--- src/rtl/sram_arb_pkg.sv ---
// -----------------------------------------------------------------------------
// sram_arb_pkg
//
// Purpose: shared types and constants for the single-port SRAM arbiter.
//   req_e    : requester index order (fetch, load, store); also the bit
//              position of each requester in the valid/grant vectors.
//   N_REQ    : number of requesters sharing the SRAM.
//   WORD_LSB : lowest byte-address bit that selects a 64-bit SRAM word.
// -----------------------------------------------------------------------------
package sram_arb_pkg;

  localparam int N_REQ    = 3;
  localparam int WORD_LSB = 3;

  typedef enum logic [1:0] {
    REQ_FETCH = 2'd0,
    REQ_LOAD  = 2'd1,
    REQ_STORE = 2'd2
  } req_e;

endpackage : sram_arb_pkg

--- src/rtl/sram_port_arbiter_rr_arbiter.sv ---
// -----------------------------------------------------------------------------
// rr_arbiter
//
// Purpose: N-way round-robin arbiter with a registered priority pointer.
//   The requester at the pointer has the highest priority, then pointer+1,
//   pointer+2, ... (mod N). After a grant to index g the pointer moves to
//   (g+1) mod N; with no grant it holds. Pointer values >= N are treated as 0.
//
// Ports:
//   clk    in   clock
//   rstn   in   synchronous active-low reset (pointer -> 0)
//   req_i  in   N request bits
//   gnt_o  out  N grant bits, one-hot when any request is set, else zero
//   ptr_o  out  current registered pointer
// -----------------------------------------------------------------------------
module rr_arbiter #(
  parameter  int N  = 3,
  localparam int PW = (N > 1) ? $clog2(N) : 1
) (
  input  logic          clk,
  input  logic          rstn,
  input  logic [N-1:0]  req_i,
  output logic [N-1:0]  gnt_o,
  output logic [PW-1:0] ptr_o
);

  logic [PW-1:0] ptr_q;
  logic [PW-1:0] ptr_d;
  logic [PW-1:0] ptr_eff;
  logic [N-1:0]  gnt;
  logic [PW-1:0] gnt_idx;
  logic          gnt_found;

  // Out-of-range pointer values cannot occur after reset, but map them to
  // 0 so a corrupted pointer still yields a legal priority order.
  assign ptr_eff = (int'(ptr_q) >= N) ? '0 : ptr_q;

  // State register.
  // NOTE: sequential state uses non-blocking assignments so every flop
  // samples the pre-edge values and the update order cannot matter.
  always_ff @(posedge clk) begin
    if (!rstn) begin
      ptr_q <= '0;
    end else begin
      ptr_q <= ptr_d;
    end
  end

  // Grant: scan from the pointer upward and take the first request.
  // NOTE: every variable driven here gets a default first, so no path
  // leaves it unassigned and no latch is inferred.
  always_comb begin
    logic [PW:0]   sum;
    logic [PW-1:0] idx;
    gnt       = '0;
    gnt_idx   = '0;
    gnt_found = 1'b0;
    sum       = '0;
    idx       = '0;
    for (int i = 0; i < N; i++) begin
      // One extra bit keeps ptr+i from wrapping before the mod-N fold.
      sum = {1'b0, ptr_eff} + (PW+1)'(i);
      if (sum >= (PW+1)'(N)) begin
        sum = sum - (PW+1)'(N);
      end
      idx = sum[PW-1:0];
      if (!gnt_found && req_i[idx]) begin
        gnt[idx]  = 1'b1;
        gnt_idx   = idx;
        gnt_found = 1'b1;
      end
    end
  end

  // Next state: step past the granted requester, otherwise hold.
  always_comb begin
    ptr_d = ptr_eff;
    if (gnt_found) begin
      if (int'(gnt_idx) == N - 1) begin
        ptr_d = '0;
      end else begin
        ptr_d = gnt_idx + 1'b1;
      end
    end
  end

  // Outputs.
  always_comb begin
    gnt_o = gnt;
    ptr_o = ptr_q;
  end

endmodule : rr_arbiter

--- src/rtl/sram_port_arbiter.sv ---
// -----------------------------------------------------------------------------
// sram_port_arbiter
//
// Purpose: shares one single-port (1RW) 64-bit SRAM between instruction
//   fetch (read), data load (read) and data store (write). One requester is
//   granted per cycle in round-robin order; read data comes back one cycle
//   after the grant on the channel of the requester that issued the read.
//
// Parameters:
//   ADDR_WIDTH : SRAM word-index width (64-bit words)
//   XLEN       : byte-address width of the request ports
//
// Ports:
//   clk, rstn                 clock, synchronous active-low reset
//   fetch_a_*                 fetch request (valid/ready/addr, 4-byte aligned)
//   fetch_d_valid/_data       fetch response, 32-bit word selected by addr[2]
//   load_a_*                  load request (valid/ready/addr)
//   load_d_valid/_data        load response, full 64-bit word
//   store_*                   store request (valid/ready/addr/data/strb)
//   sram_req/_we/_addr        SRAM command, word index = addr[ADDR_WIDTH+2:3]
//   sram_wdata/_wmask         SRAM write data and byte mask (0 unless store)
//   sram_rdata                SRAM read data, valid 1 cycle after a read
//   conflict_cnt              saturating count of cycles with >= 2 valids
//
// Configuration:
//   SRAM_ARB_PERF_EN  when defined, builds the conflict counter; otherwise
//                     conflict_cnt is tied to 0 and no counter flops exist.
// -----------------------------------------------------------------------------
module sram_port_arbiter
  import sram_arb_pkg::*;
#(
  parameter int ADDR_WIDTH = 20,
  parameter int XLEN       = 64
) (
  input  logic                  clk,
  input  logic                  rstn,

  input  logic                  fetch_a_valid,
  output logic                  fetch_a_ready,
  input  logic [XLEN-1:0]       fetch_a_addr,
  output logic                  fetch_d_valid,
  output logic [31:0]           fetch_d_data,

  input  logic                  load_a_valid,
  output logic                  load_a_ready,
  input  logic [XLEN-1:0]       load_a_addr,
  output logic                  load_d_valid,
  output logic [63:0]           load_d_data,

  input  logic                  store_valid,
  output logic                  store_ready,
  input  logic [XLEN-1:0]       store_addr,
  input  logic [63:0]           store_data,
  input  logic [7:0]            store_strb,

  output logic                  sram_req,
  output logic                  sram_we,
  output logic [ADDR_WIDTH-1:0] sram_addr,
  output logic [63:0]           sram_wdata,
  output logic [7:0]            sram_wmask,
  input  logic [63:0]           sram_rdata,

  output logic [31:0]           conflict_cnt
);

  localparam int ADDR_MSB = ADDR_WIDTH + WORD_LSB - 1;

  logic [N_REQ-1:0] valid_v;
  logic [N_REQ-1:0] req_v;
  logic [N_REQ-1:0] gnt_v;
  logic [1:0]       arb_ptr;

  logic rsp_fetch_q, rsp_fetch_d;
  logic rsp_load_q,  rsp_load_d;
  logic rsp_bo_q,    rsp_bo_d;

  // ---------------------------------------------------------------------------
  // Arbitration
  // ---------------------------------------------------------------------------
  always_comb begin
    valid_v            = '0;
    valid_v[REQ_FETCH] = fetch_a_valid;
    valid_v[REQ_LOAD]  = load_a_valid;
    valid_v[REQ_STORE] = store_valid;
  end

  // Masking requests with rstn keeps every ready and sram_req low while
  // reset is held, even though the reset itself only acts at the edge.
  assign req_v = valid_v & {N_REQ{rstn}};

  rr_arbiter #(
    .N (N_REQ)
  ) u_rr_arbiter (
    .clk   (clk),
    .rstn  (rstn),
    .req_i (req_v),
    .gnt_o (gnt_v),
    .ptr_o (arb_ptr)
  );

  assign fetch_a_ready = gnt_v[REQ_FETCH];
  assign load_a_ready  = gnt_v[REQ_LOAD];
  assign store_ready   = gnt_v[REQ_STORE];

  // ---------------------------------------------------------------------------
  // SRAM drive
  // ---------------------------------------------------------------------------
  assign sram_req   = |gnt_v;
  assign sram_we    = gnt_v[REQ_STORE];
  assign sram_wdata = store_data;
  // A read must never carry a stale store mask into the macro.
  assign sram_wmask = gnt_v[REQ_STORE] ? store_strb : 8'h00;

  always_comb begin
    sram_addr = '0;
    if (gnt_v[REQ_FETCH]) begin
      sram_addr = fetch_a_addr[ADDR_MSB:WORD_LSB];
    end else if (gnt_v[REQ_LOAD]) begin
      sram_addr = load_a_addr[ADDR_MSB:WORD_LSB];
    end else if (gnt_v[REQ_STORE]) begin
      sram_addr = store_addr[ADDR_MSB:WORD_LSB];
    end
  end

  // ---------------------------------------------------------------------------
  // Read response pipeline: remember who read and which fetch half was asked
  // for, then steer the SRAM output one cycle later.
  // ---------------------------------------------------------------------------
  always_comb begin
    rsp_fetch_d = gnt_v[REQ_FETCH];
    rsp_load_d  = gnt_v[REQ_LOAD];
    rsp_bo_d    = gnt_v[REQ_FETCH] ? fetch_a_addr[2] : rsp_bo_q;
  end

  always_ff @(posedge clk) begin
    if (!rstn) begin
      rsp_fetch_q <= 1'b0;
      rsp_load_q  <= 1'b0;
      rsp_bo_q    <= 1'b0;
    end else begin
      rsp_fetch_q <= rsp_fetch_d;
      rsp_load_q  <= rsp_load_d;
      rsp_bo_q    <= rsp_bo_d;
    end
  end

  // Gating with rstn drops a response whose read was granted just before
  // reset was asserted: the flop still holds it during the first reset cycle.
  assign fetch_d_valid = rsp_fetch_q & rstn;
  assign load_d_valid  = rsp_load_q & rstn;
  assign fetch_d_data  = rsp_bo_q ? sram_rdata[63:32] : sram_rdata[31:0];
  assign load_d_data   = sram_rdata;

  // ---------------------------------------------------------------------------
  // Conflict counter
  // ---------------------------------------------------------------------------
`ifdef SRAM_ARB_PERF_EN
  logic        multi_valid;
  logic [31:0] conflict_q;
  logic [31:0] conflict_d;

  // Counts raw valids, not grants: this measures contention the core sees.
  assign multi_valid = (fetch_a_valid & load_a_valid) |
                       (fetch_a_valid & store_valid)  |
                       (load_a_valid  & store_valid);

  always_comb begin
    conflict_d = conflict_q;
    if (multi_valid && (conflict_q != 32'hFFFF_FFFF)) begin
      conflict_d = conflict_q + 32'd1;
    end
  end

  always_ff @(posedge clk) begin
    if (!rstn) begin
      conflict_q <= '0;
    end else begin
      conflict_q <= conflict_d;
    end
  end

  assign conflict_cnt = conflict_q;
`else
  assign conflict_cnt = 32'd0;
`endif

  // Address bits outside the SRAM word index, and the pointer, which is
  // exposed by the arbiter for observation only.
  logic unused_bits;
  assign unused_bits = ^{fetch_a_addr[XLEN-1:ADDR_MSB+1], fetch_a_addr[1:0],
                         load_a_addr[XLEN-1:ADDR_MSB+1],  load_a_addr[WORD_LSB-1:0],
                         store_addr[XLEN-1:ADDR_MSB+1],   store_addr[WORD_LSB-1:0],
                         arb_ptr};

endmodule : sram_port_arbiter

--- config.mk ---
export PLATFORM = sky130hd
export DESIGN_NAME = sram_port_arbiter
export DESIGN_NICKNAME = d
export VERILOG_FILES = /design/src/rtl/sram_arb_pkg.sv /design/src/rtl/sram_port_arbiter_rr_arbiter.sv /design/src/rtl/sram_port_arbiter.sv
export SDC_FILE = /design/constraint.sdc
export NUM_CORES = 1
export LEC_CHECK = 0
export CORE_AREA = 2 2 217 219
export CTS_BUF_LIST = sky130_fd_sc_hd__clkbuf_8 sky130_fd_sc_hd__clkbuf_16
export CTS_CLUSTER_DIAMETER = 30
export CTS_CLUSTER_SIZE = 30
export DETAILED_ROUTE_END_ITERATION = 6
export DIE_AREA = 0 0 219 221
export PLACE_DENSITY = 0.34
export SLEW_MARGIN = 20
export SYNTH_ARGS = -nofsm -noshare
export SYNTH_HDL_FRONTEND = slang
export SYNTH_HIERARCHICAL = 1
export SYNTH_SLANG_ARGS = --single-unit
--- constraint.sdc ---
create_clock -name clk -period 6.1 [get_ports clk]
set_clock_uncertainty 0.2 [all_clocks]
set_input_delay 1.22 -clock clk [delete_from_list [all_inputs] [get_ports clk]]
set_output_delay 1.22 -clock clk [all_outputs]
set_load 0.02 [all_outputs]
==> flow_metrics.env, run 1 <==
export IMPL_nets=833
export IMPL_grt_overflow_total=0
export IMPL_synthCells=368
export IMPL_grt_pass1_wl_um=14700
export IMPL_powerDensity_nw_per_um2=203
export IMPL_clkLatencyLatePin_ns=0.23
export IMPL_worst_pin_slew_ns=0.975
export IMPL_finalSetupViolCount=0
export IMPL_cts_tree="yes"
export IMPL_synth_distinct_cells=36
export IMPL_io_buffers=268
export IMPL_reg2reg_slack_ns=3.31
export IMPL_routed_wl_um=10700
export IMPL_worstPathCellList="clkdlybuf4s50_1 > and2_1 > mux2i_2 > o311ai_0 > nand2_1 > o2bb2ai_4 > a21oi_1 > a21oi_1 > clkdlybuf4s50_1"
export IMPL_nFillCells=5363
export IMPL_hold_path_class="register to register"
export IMPL_finalHoldViolCount=0
export IMPL_drv_slew=0
export IMPL_clockRootBuffer="clkbuf_16"
export IMPL_core_um2=46100
export IMPL_io_pins=560
export IMPL_synth_avg_cell_area_um2=7.87
export IMPL_n_antenna_cell=0
export IMPL_final_common_cell="clkdlybuf4s50_1"
export IMPL_ir_worst_vdd_v=0.000136
export IMPL_firstDrtPassIters=4
export IMPL_hold_buffers=0
export IMPL_cp_data_arrival_time_ns=4.34
export IMPL_multi_input_area_um2=1530
export IMPL_layout_min_cycle_time_ns=5.76
export IMPL_ys_warn_count=6
export IMPL_critPathBufInv=2
export IMPL_row_count=79
export IMPL_post_cts_setup_buffers=0
export IMPL_areaGrowthSynthToFinish_pct=81.4
export IMPL_rsz0062_at_grt="false"
export IMPL_end_kind="primary output"
export IMPL_fin_crit_sh=0.944
export IMPL_clk_pin_slew_worst_paths_ns=0.03
export IMPL_cts_resized=0
export IMPL_post_place_ws_ns=0.235
export IMPL_max_stage_delay_ns=0.76
export IMPL_dp_hpwl_um=8860
export IMPL_wire_per_inst_um=9.69
export IMPL_cts_buffers=3
export IMPL_synthesis_area_um2=2900
export IMPL_floorplan_die_width_um=219
export IMPL_cts_sinks=5
export IMPL_drc_errors=0
export IMPL_postLayoutSetupSlackWorst_ns=0.341
export IMPL_cap_violations=0
export IMPL_first_iter_violations=35
export IMPL_vias=2755
export IMPL_start_util=0.0629
export IMPL_async_flop_share=0
export IMPL_drtAntennaViolNets=0
export IMPL_seq_area_um2=101
export IMPL_ys_flop_type="dfxtp_1"
export IMPL_layout_common_cells="clkdlybuf4s50_1 (268), a21oi_1 (46), conb_1 (32)"
export IMPL_via_per_inst=2.50
export IMPL_p_leak_uw=0.00178
export IMPL_cp_start_kind="primary input"
export IMPL_slew_headroom=0.350
export IMPL_die_h_um=221
export IMPL_gp_congestion=0.667
export IMPL_worstPathMaxFanout=44
export IMPL_max_freq_mhz=174
export IMPL_first_global_vias=2614
export IMPL_clk_path_buf_depth=2
export IMPL_grt_usage=0.0385
export IMPL_ys_seq_area_frac=0.0346
export IMPL_final_cell_area_um2=5250
export IMPL_drive_gt1_frac=0.0929
export IMPL_fp_dieArea_um2=48400
export IMPL_ys_ff_latch=5
export IMPL_synth_edf_count=0
export IMPL_tns_ns=0
export IMPL_grt_max_degree=45
export IMPL_crit_family="compound AO/OA/AOI/OAI gates"
export IMPL_status="finished, final reports clean"
export IMPL_cp_slowest_cell="o2bb2ai_4"
export IMPL_antenna_found_initial=2
export IMPL_required_ns=4.68
export IMPL_htreeDepth=1
export IMPL_crit_type="primary input to primary output"
export IMPL_placed_cell_area_um2=5170
## worst paths after layout
path,from,end,cells after the start
setup / recovery,rstn,sram_addr[2],9
hold / removal,u_rr_arbiter/ptr_o[0]$_SDFF_PN0_,u_rr_arbiter/ptr_o[0]$_SDFF_PN0_,3
setup reg to reg,u_rr_arbiter/ptr_o[0]$_SDFF_PN0_,rsp_bo_q$_SDFFE_PN0P_,7
hold reg to reg,u_rr_arbiter/ptr_o[0]$_SDFF_PN0_,u_rr_arbiter/ptr_o[0]$_SDFF_PN0_,3
## registers in the layout (all words and copies together), names as in the netlist
| signal | flops |
|---|---|
| rsp_bo_q | 1 |
| rsp_fetch_q | 1 |
| u_rr_arbiter/ptr_o | 2 |
| rsp_load_q | 1 |
## worst register-to-register path, delay by kind of cell (launching register included)
| family | cells | cell delay (ns) |
|---|---|---|
| adder cells (fa/ha/maj) | 1 | 0.43 |
| AND/OR/NAND/NOR | 2 | 0.21 |
| buffers and inverters | 1 | 0.07 |
| AO/OA/AOI/OAI | 2 | 1.14 |
| multiplexers | 1 | 0.28 |
| flip-flops | 1 | 0.35 |
## metal layers
| metal | global-route usage | part of all wire | up-vias |
|---|---|---|---|
| li1 | - | - | 1287 |
| met1 | 0.0384 | 0.36 | 1204 |
| met2 | 0.0687 | 0.45 | 252 |
| met3 | 0.0228 | 0.17 | 8 |
| met4 | 0.00719 | 0.0073 | 4 |
| met5 | 0 | 0.0024 | - |
## cell families (layout without fill, tap and decap cells)
kind of cell               Yosys count  after routing  share of synthesized area
AOI/OAI and AO/OA                   59             59                      0.116
muxes                               38             38                      0.186
and+or+nand+nor                     71             71                      0.158
other                                1             32                    0.00130
adders and majority gates            4              4                     0.0173
DFF                                  5              5                     0.0346
buffers and inverters              190            286                      0.487
## layout make-up
class                      instances  area share
timing repair buffer             273       0.523
multi-input combinational        204       0.292
inverter                           9     0.00643
clock buffer                       3      0.0143
clock inverter                     1    0.000715
tap                              607       0.145
sequential                         5      0.0193
## synth_stat cells, types with 2 or more instances
master / count / area (µm²)
buf_4: 163 / 1220
a21oi_1: 46 / 230
mux2_4: 30 / 450
nor2b_1: 22 / 138
nand3b_1: 20 / 150
and2_1: 15 / 93.8
buf_2: 9 / 45.0
inv_1: 9 / 33.8
dfxtp_1: 5 / 100
ha_1: 4 / 50.1
mux2i_1: 4 / 40.0
nand2_1: 4 / 15.0
o211ai_1: 4 / 30.0
buf_12: 3 / 60.1
buf_6: 3 / 33.8
mux2_2: 3 / 33.8
clkbuf_1: 2 / 7.51
nand2b_1: 2 / 12.5
nand4_1: 2 / 12.5
o21ai_0: 2 / 10.0
## metrics by stage
step                utilization  total power [µW]  instances  hold slack [ns]
floorplan                     -               654        399            0.428
global placement          0.112               986       1098            0.685
detailed placement        0.112               971       1098            0.667
CTS                       0.114              1090       1102            0.676
global route              0.114              1130       1102            0.727
finish                    0.114              1070       1102            0.674
## power breakdown
group          leakage (µW)  switching (µW)  total [µW]  internal (µW)
registers         0.0000415            17.7        56.6           38.9
clock network     0.0000423            24.2         109           85.2
logic               0.00169             439         900            460
total               0.00178             481        1070            584
No activity file was read; power rests on OpenSTA's default activity.
==> inputs of run 2 (changes only) <==
--- a/config.mk
+++ b/config.mk
@@ -6,7 +6,6 @@
 export NUM_CORES = 1
 export LEC_CHECK = 0
 export CORE_AREA = 2 2 217 219
-export CTS_BUF_LIST = sky130_fd_sc_hd__clkbuf_8 sky130_fd_sc_hd__clkbuf_16
 export CTS_CLUSTER_DIAMETER = 30
 export CTS_CLUSTER_SIZE = 30
 export DETAILED_ROUTE_END_ITERATION = 6
==> run 2 against run 1 <==
Via count about the same; largest power group unchanged; setup slack lost 0.0058 ns; highest routed layer unchanged; die area is the same; utilization unchanged; combinational power barely moved.
==> flow_metrics.env, run 2 (synthesis gave the netlist of run 1 again) <==
export IMPL_post_cts_setup_buffers=0
export IMPL_postLayoutSetupSlackWorst_ns=0.336
export IMPL_worst_pin_slew_ns=0.975
export IMPL_start_util=0.0629
export IMPL_dp_hpwl_um=8860
export IMPL_finalSetupViolCount=0
export IMPL_p_leak_uw=0.00177
export IMPL_io_buffers=268
export IMPL_largest_reg_flops=2
export IMPL_wire_per_inst_um=9.69
export IMPL_grt_max_degree=45
export IMPL_clockRootBuffer="clkbuf_16"
export IMPL_status="finished, final reports clean"
export IMPL_via_per_inst=2.50
export IMPL_drc_errors=0
export IMPL_worstPathMaxFanout=44
export IMPL_grt_overflow_total=0
export IMPL_powerDensity_nw_per_um2=203
export IMPL_cp_data_arrival_time_ns=4.34
export IMPL_cts_sinks=5
export IMPL_cap_violations=0
export IMPL_drive_gt1_frac=0.0929
export IMPL_grt_pass1_wl_um=14700
export IMPL_tns_ns=0
export IMPL_antenna_found_initial=2
export IMPL_cts_resized=0
export IMPL_core_um2=46100
export IMPL_firstDrtPassIters=4
export IMPL_floorplan_die_width_um=219
export IMPL_required_ns=4.68
export IMPL_max_freq_mhz=173
export IMPL_rr_startpoint="u_rr_arbiter/ptr_o[0]$_SDFF_PN0_"
export IMPL_clkLatencyLatePin_ns=0.23
export IMPL_finalHoldViolCount=0
export IMPL_end_kind="primary output"
export IMPL_first_iter_violations=35
export IMPL_hold_path_class="register to register"
export IMPL_htreeDepth=1
export IMPL_cp_start_kind="primary input"
export IMPL_fin_crit_sh=0.945
export IMPL_drtAntennaViolNets=0
export IMPL_final_common_cell="clkdlybuf4s50_1"
export IMPL_cts_tree="yes"
export IMPL_die_h_um=221
export IMPL_nets=833
export IMPL_io_pins=560
export IMPL_gp_congestion=0.667
export IMPL_setup_worst_path_start="rstn"
export IMPL_crit_type="primary input to primary output"
export IMPL_first_global_vias=2614
export IMPL_hold_buffers=0
export IMPL_slew_headroom=0.350
export IMPL_routed_wl_um=10700
export IMPL_grt_usage=0.0385
export IMPL_rsz0062_at_grt="false"
export IMPL_post_place_ws_ns=0.235
export IMPL_fp_dieArea_um2=48400
export IMPL_row_count=79
export IMPL_clk_path_buf_depth=2
export IMPL_layout_min_cycle_time_ns=5.76
export IMPL_drv_slew=0
export IMPL_worstRegToRegCells=7
export IMPL_clk_pin_slew_worst_paths_ns=0.03
export IMPL_fin_util=0.114
export IMPL_cts_buffers=3
export IMPL_layout_common_cells="clkdlybuf4s50_1 (268), a21oi_1 (46), conb_1 (32)"
export IMPL_r2r_end="rsp_bo_q$_SDFFE_PN0P_"
export IMPL_nFillCells=5363
export IMPL_n_antenna_cell=0
export IMPL_crit_end="sram_addr[2]"
export IMPL_vias=2757
export IMPL_reg2reg_slack_ns=3.31
export IMPL_ir_worst_vdd_v=0.000136
export IMPL_areaGrowthSynthToFinish_pct=81.4
[run 2: cell types whose count changed in the layout (fill, tap and decap cells not counted), sizes merged]
| cell | change |
|---|---|
| clkbuf | +1 |
| inv | -1 |
[run 2: power breakdown]
group	internal [µW]	switching, µW	total, µW
Sequential	38.9	17.7	56.6
Combinational	460	439	900
Clock	86.9	24.0	111
[run 2: worst min path at each step]
stage                                           from                                to  cells past startpoint
floorplan                      rsp_bo_q$_SDFFE_PN0P_             rsp_bo_q$_SDFFE_PN0P_                      3
global route        u_rr_arbiter/ptr_o[0]$_SDFF_PN0_  u_rr_arbiter/ptr_o[0]$_SDFF_PN0_                      3
CTS                 u_rr_arbiter/ptr_o[0]$_SDFF_PN0_  u_rr_arbiter/ptr_o[0]$_SDFF_PN0_                      3
global placement    u_rr_arbiter/ptr_o[0]$_SDFF_PN0_  u_rr_arbiter/ptr_o[1]$_SDFF_PN0_                      3
detailed placement  u_rr_arbiter/ptr_o[0]$_SDFF_PN0_  u_rr_arbiter/ptr_o[0]$_SDFF_PN0_                      3
finish              u_rr_arbiter/ptr_o[0]$_SDFF_PN0_  u_rr_arbiter/ptr_o[0]$_SDFF_PN0_                      3
[run 2: stage by stage]
| stage | std cells | total power [µW] | hold WS [ns] | area [µm²] |
|---|---|---|---|---|
| after floorplan | 399 | 654 | 0.428 | 3010 |
| after global placement | 1098 | 986 | 0.685 | 5170 |
| after detailed placement | 1098 | 971 | 0.667 | 5170 |
| after CTS | 1102 | 1090 | 0.676 | 5250 |
| after global routing | 1102 | 1130 | 0.727 | 5250 |
| final | 1102 | 1070 | 0.673 | 5250 |
[run 2: area by class of cell]
cell class | count | area (µm²) | share of cell area
inverters | 9 | 33.8 | 0.00643
flip-flops and latches | 5 | 101 | 0.0193
well taps | 607 | 759 | 0.145
multi-input cells | 204 | 1530 | 0.292
repair buffers | 273 | 2750 | 0.523
clock buffers | 4 | 78.8 | 0.0150
[run 2: per-layer routing]
| metal | vias to the layer above | global-route usage | wire [µm] |
|---|---|---|---|
| met4 | 4 | 0.00719 | 78 |
| met5 | - | 0 | 26 |
| li1 | 1286 | - | - |
| met1 | 1209 | 0.0384 | 3880 |
| met3 | 8 | 0.0228 | 1860 |
| met2 | 250 | 0.0687 | 4840 |
[run 2: worst max-delay path, stage by stage]
cell and delay, ns:
clkdlybuf4s50_1 0.50, and2_1 0.41, mux2i_2 0.18, o311ai_0 0.14, nand2_1 0.15, o2bb2ai_4 0.76
a21oi_1 0.08, a21oi_1 0.23, clkdlybuf4s50_1 0.65
